**config.mk**
```make
export PLATFORM = sky130hd
export DESIGN_NAME = jtag_gpio_bank
export DESIGN_NICKNAME = d
export VERILOG_FILES = /design/src/rtl/jtag_gpio_bank.sv
export SDC_FILE = /design/constraint.sdc
export NUM_CORES = 1
export LEC_CHECK = 0
export CAP_MARGIN = 10
export CORE_ASPECT_RATIO = 1.25
export CORE_MARGIN = 2
export CORE_UTILIZATION = 45
export DETAILED_ROUTE_END_ITERATION = 6
export GPL_ROUTABILITY_DRIVEN = 0
export PLACE_DENSITY = 0.8
export SLEW_MARGIN = 20
export SYNTH_ARGS = -nofsm -noshare
export SYNTH_HDL_FRONTEND = slang
export SYNTH_SLANG_ARGS = --single-unit
```
**constraint.sdc**
```tcl
create_clock -name tck -period 1.7 [get_ports tck]
set_input_delay 0.255 -clock tck [delete_from_list [all_inputs] [get_ports tck]]
set_output_delay 0.255 -clock tck [all_outputs]
set_load 0.02 [all_outputs]
```
**src/rtl/jtag_gpio_bank.sv**
```systemverilog
// jtag_gpio_bank
//   A JTAG-controlled GPIO bank. A 2-bit scan_n register picks which bank
//   register the data scan chain reaches:
//     0 = output enables, 1 = pin data, 2 = edge status, 3 = reserved.
//   A data scan captures the selected register. An EXTEST update writes it
//   back, but only when the write flag (dr MSB) is set.
//   Ports:
//     tck                  sole clock, rising edge
//     reset                asynchronous, active-high
//     tdi / gpios_tdo      scan data in / out
//     capture_dr, shift_dr, update_dr   TAP state flags
//     scan_n_ir, extest_ir, sample_ir   active-instruction decodes
//     gpio_inputs          asynchronous pin levels
//     gpio_outputs         registered output levels
//     gpio_oe              registered output enables (1 = drive)

// Per-pin slice: input synchroniser, edge latch, output and enable bits.
module jtag_gpio_lane #(
    parameter logic RST_VAL = 1'b0
) (
    input  logic tck,
    input  logic reset,
    input  logic pin,
    input  logic oe_wr,
    input  logic out_wr,
    input  logic clr_wr,
    input  logic wbit,
    output logic out_q,
    output logic oe_q,
    output logic sync_q,
    output logic edge_q
);
    logic meta, sync_d;

    always_ff @(posedge tck or posedge reset) begin
        if (reset) begin
            meta   <= 1'b0;
            sync_q <= 1'b0;
            sync_d <= 1'b0;
            out_q  <= RST_VAL;
            oe_q   <= 1'b0;
            edge_q <= 1'b0;
        end else begin
            meta   <= pin;
            sync_q <= meta;
            sync_d <= sync_q;
            if (out_wr) out_q <= wbit;
            if (oe_wr)  oe_q  <= wbit;
            // A fresh rising edge beats a write-1-to-clear in the same cycle,
            // so an event is never lost to a racing clear.
            if (sync_q && !sync_d)    edge_q <= 1'b1;
            else if (clr_wr && wbit)  edge_q <= 1'b0;
        end
    end
endmodule

module jtag_gpio_bank #(
    parameter int                   NR_GPIOS  = 8,
    parameter logic [NR_GPIOS-1:0]  OUT_RESET = '0
) (
    input  logic                tck,
    input  logic                reset,
    input  logic                tdi,
    output logic                gpios_tdo,
    input  logic                capture_dr,
    input  logic                shift_dr,
    input  logic                update_dr,
    input  logic                scan_n_ir,
    input  logic                extest_ir,
    input  logic                sample_ir,
    input  logic [NR_GPIOS-1:0] gpio_inputs,
    output logic [NR_GPIOS-1:0] gpio_outputs,
    output logic [NR_GPIOS-1:0] gpio_oe
);
    localparam logic [1:0] SEL_OE   = 2'd0;
    localparam logic [1:0] SEL_DATA = 2'd1;
    localparam logic [1:0] SEL_EDGE = 2'd2;

    logic [1:0]          scan_sr, scan_sel;
    logic [NR_GPIOS:0]   dr;
    logic [NR_GPIOS-1:0] sync, edge_status, cap_val;
    logic                dr_ir, wr_en, oe_wr, out_wr, clr_wr;

    assign dr_ir = extest_ir | sample_ir;

    // scan_n chain; capture has no meaning here but still blocks shift/update.
    always_ff @(posedge tck or posedge reset) begin
        if (reset) begin
            scan_sr  <= 2'b00;
            scan_sel <= SEL_DATA;
        end else if (scan_n_ir && !capture_dr) begin
            if (shift_dr)       scan_sr  <= {tdi, scan_sr[1]};
            else if (update_dr) scan_sel <= scan_sr;
        end
    end

    always_comb begin
        cap_val = '0;
        case (scan_sel)
            SEL_OE:   cap_val = gpio_oe;
            SEL_DATA: cap_val = sync;
            SEL_EDGE: cap_val = edge_status;
            default:  cap_val = '0;
        endcase
    end

    always_ff @(posedge tck or posedge reset) begin
        if (reset) begin
            dr <= '0;
        end else if (dr_ir) begin
            if (capture_dr)    dr <= {1'b0, cap_val};
            else if (shift_dr) dr <= {tdi, dr[NR_GPIOS:1]};
        end
    end

    // Only EXTEST writes, only with the write flag set, and only when update
    // is not shadowed by a coincident capture or shift.
    assign wr_en  = extest_ir & update_dr & ~capture_dr & ~shift_dr & dr[NR_GPIOS];
    assign oe_wr  = wr_en & (scan_sel == SEL_OE);
    assign out_wr = wr_en & (scan_sel == SEL_DATA);
    assign clr_wr = wr_en & (scan_sel == SEL_EDGE);

    for (genvar g = 0; g < NR_GPIOS; g++) begin : g_lane
        jtag_gpio_lane #(.RST_VAL(OUT_RESET[g])) u_lane (
            .tck    (tck),
            .reset  (reset),
            .pin    (gpio_inputs[g]),
            .oe_wr  (oe_wr),
            .out_wr (out_wr),
            .clr_wr (clr_wr),
            .wbit   (dr[g]),
            .out_q  (gpio_outputs[g]),
            .oe_q   (gpio_oe[g]),
            .sync_q (sync[g]),
            .edge_q (edge_status[g])
        );
    end

    assign gpios_tdo = scan_n_ir ? scan_sr[0] : dr[0];
endmodule

```
==> results.json, run 1 <==
{
  "synth-seq-cells": 61,
  "async_reset_ff_frac": 1.00,
  "nets": 244,
  "yosysTopAreaCell": "dfrtp_1",
  "cp_top_family": "buffers and inverters",
  "die_width_um": 71.0,
  "cts_tree": "yes",
  "hold_path.class": "in2async",
  "first_pass_iters": 4,
  "p_leak_nw": 1.42,
  "grt_pass1_vias": 1593,
  "cp_slowest_cell": "clkdlybuf4s50_1",
  "numCtsBuffers": 9,
  "cts.root.buffer_cell": "clkbuf_8",
  "crit_path_cell_trace": "clkdlybuf4s50_1 -> mux2_2 -> dlygate4sd2_1",
  "ys_warn_count": 0,
  "antennaDiodeCount": 0,
  "dp_hpwl_um": 3090,
  "worstMarginPinSlew_ns": 0.449,
  "synth_cells": 192,
  "die_h_um": 87.7,
  "cap_violations": 0,
  "maxSlewViolCount": 0,
  "grt_util_all_layers": 0.167,
  "start_util": 0.467,
  "fmax_mhz": 605,
  "setup_viol": 0,
  "rsz0062_at_grt": "no",
  "synth.area.top_cells": "dfrtp_1, mux2_2, buf_4",
  "grt_first_pass_wirelength_um": 7730,
  "routed_wl_um": 4530,
  "dieArea_mm2": 0.00622,
  "crit_type": "in2out",
  "path_buf_inv": 2,
  "hold_viol_final": 0,
  "placementRows": 30,
  "crit_fanout": 2,
  "cp.required_ns": 1.44,
  "slowest_delay_ns": 0.49,
  "post-cts-setup-buffer-count": 0,
  "vias": 1594,
  "p_per_area_mw_per_mm2": 1220,
  "cts.sinks": 61,
  "irDropWorstVdd_v": 0.000765,
  "final_area_mm2": 0.00308,
  "drt-wirelength-per-cell_um": 15.3,
  "grt_max_degree": 31,
  "place.port_buffers": 33,
  "clk_pin_slew_ns": 0.06,
  "finClkSkew_ns": 0.00549,
  "postRouteAntennaNets": 0,
  "place_area_mm2": 0.00290,
  "gr-total-overflow": 0,
  "coreArea_mm2": 0.00541,
  "num_io_pins": 34,
  "fin_crit_sh": 0.972,
  "insertion_delay_ns": 0.34,
  "start_kind": "input pin",
  "yosysMostFrequentCell": "dfrtp_1",
  "outcome": "finished, final reports clean",
  "h-tree-depth": 3,
  "synth.yosys.seq_area_share": 0.606,
  "synth_top_cell_area_share": 0.595,
  "worstPathArrival_ns": 1.40,
  "syn_to_final_growth_pct": 22.0,
  "syn_nets": 209,
  "drtIter0Drc": 87,
  "dp.cells": 280,
  "endpoint_kind": "output port",
  "via_per_inst": 5.40,
  "fin_cells": 295,
  "antenna_found_initial": 0,
  "synthesis.area_mm2": 0.00252,
  "max-slew-margin-rel": 0.700,
  "synth_edf_count": 0,
  "drive_gt1_frac": 0.242,
  "drc_errors": 0,
  "synthFlopType": "dfrtp_1",
  "syn_area_per_cell_um2": 13.1,
  "period_needed_ns": 1.65,
  "cts_buffer_depth": 2,
  "ys_types": 20,
  "synth_common_cells": "dfrtp_1, mux2_2, buf_4, nor2_1, nand2_1"
}
## where the power goes
part	total, mW	switching (mW)	internal, mW
sequential	1.79	0.164	1.63
clock	1.15	0.508	0.639
combinational	0.818	0.394	0.424
## sequential cells by signal (all words and copies together), names as in the netlist
signal,cells
g_lane.u_lane.oe_q,8
g_lane.u_lane.sync_d,8
scan_sel,2
g_lane.u_lane.out_q,8
dr,9
g_lane.u_lane.meta,8
g_lane.u_lane.sync_q,8
g_lane.u_lane.edge_q,8
scan_sr,2
## logic make-up after synthesis
logic type             count (synthesis)  synth area share
AOI/OAI and AO/OA                     26            0.0952
muxes                                 29             0.125
buffers and inverters                 33            0.0774
DFF                                   61             0.606
and+or+nand+nor                       43            0.0962
## repair_timing
item,CTS,global route
gates resized for setup,1,0
hold buffers,0,0
endpoints found under the setup margin,1,0
## through the flow
step,hold WS (ns),setup slack (ns),setup TNS (ns),utilization,power (mW)
after CTS,0.294,0.0401,0,0.569,3.80
final,0.289,0.0478,0,0.569,3.75
after global routing,0.306,0.0232,0,0.569,3.95
after detailed placement,0.336,-0.168,-1.40,0.537,2.64
after global placement,0.333,-0.180,-0.866,0.537,2.61
after floorplan,0.286,0.314,0,-,2.39
## per-layer routing
layer | vias up | wire length (um) | GRT usage
met1 | 804 | 2060 | 0.221
met4 | 0 | 85 | 0.0823
met2 | 47 | 2150 | 0.245
met5 | - | 0 | 0
met3 | 11 | 231 | 0.0587
li1 | 732 | - | -
## final timing paths
| path | from | endpoint | slack (ns) | cells after the start |
|---|---|---|---|---|
| setup reg to reg | dr[8]$_DFFE_PP0P_ | g_lane[5].u_lane.out_q$_DFFE_PP0P_ | 0.32 | 3 |
| hold / removal | reset | g_lane[7].u_lane.sync_q$_DFF_PP0_ | 0.29 | 2 |
| max in group asynchronous | reset | g_lane[1].u_lane.out_q$_DFFE_PP0P_ | 0.93 | 3 |
| hold reg to reg | g_lane[6].u_lane.meta$_DFF_PP0_ | g_lane[6].u_lane.sync_q$_DFF_PP0_ | 0.35 | 0 |
| setup / recovery | scan_n_ir | gpios_tdo | 0.05 | 3 |
| min in group tck | g_lane[6].u_lane.meta$_DFF_PP0_ | g_lane[6].u_lane.sync_q$_DFF_PP0_ | 0.35 | 0 |
## worst reg2reg max path: cells and delay by family (launching register included)
kind          cells  cell delay, ns
mux               1            0.34
simple gates      2            0.57
flops             1            0.36
## area by class of cell
class / count / area (um2)
inverters: 9 / 37.5
repair buffers: 48 / 454
clock inverters: 1 / 5.00
well taps: 64 / 80.1
clock buffers: 14 / 173
flip-flops and latches: 61 / 1530
multi-input cells: 98 / 800
fillers: 458 / 2330
## placed cells by master, fill, tap and decap left out, drive strengths merged
cell type / count
o211ai: 1
dfstp: 1
clkbuf: 14
clkinv: 1
nand3: 1
mux2: 21
nor2b: 9
a22o: 8
buf: 15
dlygate4sd2: 1
dfrtp: 60
inv: 8
a221o: 8
nand4b: 2
nor2: 18
nand2: 11
clkinvlp: 1
mux2i: 8
o221ai: 8
and3: 2
clkdlybuf4s50: 32
o22ai: 1
(Power assumes the default switching activity.)
==> run 2: changes to the inputs <==
--- a/config.mk
+++ b/config.mk
@@ -6,12 +6,12 @@
 export NUM_CORES = 1
 export LEC_CHECK = 0
 export CAP_MARGIN = 10
-export CORE_ASPECT_RATIO = 1.25
+export CORE_ASPECT_RATIO = 1.5
 export CORE_MARGIN = 2
-export CORE_UTILIZATION = 45
+export CORE_UTILIZATION = 49
 export DETAILED_ROUTE_END_ITERATION = 6
 export GPL_ROUTABILITY_DRIVEN = 0
-export PLACE_DENSITY = 0.8
+export PLACE_DENSITY = 0.85
 export SLEW_MARGIN = 20
 export SYNTH_ARGS = -nofsm -noshare
 export SYNTH_HDL_FRONTEND = slang
==> run 2 against run 1 <==
Power down 0.34%. Via count down 3.6%. Critical path depth unchanged. Sequential cell count unchanged. Clock power about the same. First-iteration DRC count down 62%. Final cell count up 0.34%. Utilization up 4.0 points. Critical path type unchanged. Largest power group unchanged.
==> results.json, run 2 (synthesis gave the netlist of run 1 again) <==
{
  "postRouteAntennaNets": 0,
  "pre_cts_ws_ns": -0.162,
  "coreArea_mm2": 0.00504,
  "start_kind": "input pin",
  "cp.required_ns": 1.44,
  "use_met2": 0.278,
  "drc_errors": 0,
  "cts.root.buffer_cell": "clkbuf_8",
  "final_area_mm2": 0.00307,
  "p_per_area_mw_per_mm2": 1220,
  "dieArea_mm2": 0.00575,
  "fin_crit_sh": 0.961,
  "power_mw": 3.74,
  "cts_hold_buf": 0,
  "grt_first_pass_wirelength_um": 7580,
  "reg2regPathDepth": 4,
  "crit_fanout": 2,
  "top_usage_layer": "met2",
  "hold_path.class": "in2async",
  "first_pass_iters": 4,
  "drtIter0Drc": 33,
  "grt_util_met1": 0.225,
  "gr-total-overflow": 0,
  "nets": 241,
  "hold_viol_final": 0,
  "antenna_found_initial": 0,
  "maxSlewViolCount": 0,
  "finalSetupTns_ns": 0,
  "vias": 1537,
  "sw_frac_of_total": 0.281,
  "cts_buffer_depth": 2,
  "antennaDiodeCount": 0,
  "syn_to_final_growth_pct": 21.8,
  "start_util": 0.500,
  "place.port_buffers": 33,
  "max-slew-margin-rel": 0.767,
  "final_cell_mix": "dfrtp_1, clkdlybuf4s50_1, mux2_2",
  "placementRows": 32,
  "grt_pass1_vias": 1530,
  "p_leak_nw": 1.41,
  "finClkSkew_ns": 0.00439,
  "setup_viol": 0,
  "endpoint_kind": "output port",
  "num_io_pins": 34,
  "use_met3": 0.0491,
  "fmax_mhz": 612,
  "via_per_inst": 5.19,
  "power_frac_comb": 0.209,
  "crit_type": "in2out",
  "numCtsBuffers": 9,
  "clk_pin_slew_ns": 0.06,
  "layout_setup_ws_ns": 0.0666,
  "slowest_delay_ns": 0.48,
  "period_needed_ns": 1.63,
  "cap_violations": 0,
  "die_width_um": 62.6,
  "drt-wirelength-per-cell_um": 14.7,
  "seq_power_share": 0.489,
  "cts_tree": "yes",
  "place_area_mm2": 0.00290,
  "cts.sinks": 61,
  "cp_slowest_cell": "clkdlybuf4s50_1",
  "grt_max_degree": 32,
  "grt_util_all_layers": 0.178,
  "max_flop_register": "dr",
  "largest_register_ffs": 9,
  "insertion_delay_ns": 0.33,
  "power_switching_mw": 1.05,
  "drive_gt1_frac": 0.232,
  "cp-startpoint": "scan_n_ir",
  "clockPowerShare": 0.302,
  "crit_path_cell_trace": "clkdlybuf4s50_1 -> mux2_2 -> dlygate4sd2_1",
  "h-tree-depth": 3,
  "post-cts-setup-buffer-count": 0,
  "crit_end": "gpios_tdo",
  "final_common_cell": "dfrtp_1",
  "rsz0062_at_grt": "no",
  "dp_hpwl_um": 3010,
  "worstPathArrival_ns": 1.38,
  "irDropWorstVdd_v": 0.000652,
  "worstMarginPinSlew_ns": 0.349,
  "fin_util": 0.609,
  "r2r_end": "dr[3]$_DFFE_PP0P_",
  "r2r_setup_slack_ns": 0.21,
  "routed_wl_um": 4360,
  "intPower_mw": 2.69,
  "crit-reg2reg-launch": "scan_sel[1]$_DFFE_PP0P_",
  "outcome": "finished, final reports clean",
  "die_h_um": 91.9
}
==> run 2: worst min path at each step <==
| stage | end | cells past startpoint | start | slack (ns) |
|---|---|---|---|---|
| 3_3_place_gp | g_lane[7].u_lane.sync_q$_DFF_PP0_ | 0 | g_lane[7].u_lane.meta$_DFF_PP0_ | 0.33 |
| 4_1_cts | g_lane[0].u_lane.meta$_DFF_PP0_ | 2 | reset | 0.21 |
| 5_1_grt | g_lane[0].u_lane.meta$_DFF_PP0_ | 2 | reset | 0.24 |
| 3_5_place_dp | g_lane[0].u_lane.sync_q$_DFF_PP0_ | 0 | g_lane[0].u_lane.meta$_DFF_PP0_ | 0.34 |
| 2_1_floorplan | g_lane[0].u_lane.meta$_DFF_PP0_ | 0 | gpio_inputs[0] | 0.29 |
| 6_report | g_lane[0].u_lane.meta$_DFF_PP0_ | 2 | reset | 0.22 |
==> run 2: repair_timing <==
item                                    in CTS  in global routing
gates resized for setup                      1                  0
endpoints found under the hold margin        0                  0
endpoints found under the setup margin       1                  0
==> run 2: critical path: cells and delay by family <==
| family | cells | cell delay [ns] |
|---|---|---|
| buffers and inverters | 2 | 0.80 |
| muxes | 1 | 0.33 |
==> run 2: area by class of cell <==
type | instances | area [um2]
clock buffers | 14 | 173
fillers | 421 | 1970
clock inverters | 1 | 5.00
well taps | 68 | 85.1
flip-flops and latches | 61 | 1530
repair buffers | 45 | 444
inverters | 9 | 37.5
multi-input cells | 98 | 800
==> run 2: power by group through the flow <==
stage                     Combinational [mW]  Sequential [mW]  Clock [mW]
after detailed placement               0.793             1.86           0
after global placement                 0.767             1.85           0
final                                  0.784             1.83        1.13
after floorplan                        0.648             1.74           0
after global routing                   0.855             1.85        1.23
after CTS                              0.791             1.83        1.16
==> run 2: routing by layer <==
metal	wire length [um]	share of wire	vias up
met3	161	0.037	5
met4	71	0.016	0
li1	-	-	722
met2	2270	0.52	31
met5	0	0	-
met1	1860	0.43	779
==> run 2: through the flow <==
stage / instances / hold WS, ns
final: 296 / 0.216
after global routing: 296 / 0.241
after global placement: 281 / 0.333
after CTS: 296 / 0.210
after detailed placement: 281 / 0.336
after floorplan: 192 / 0.286
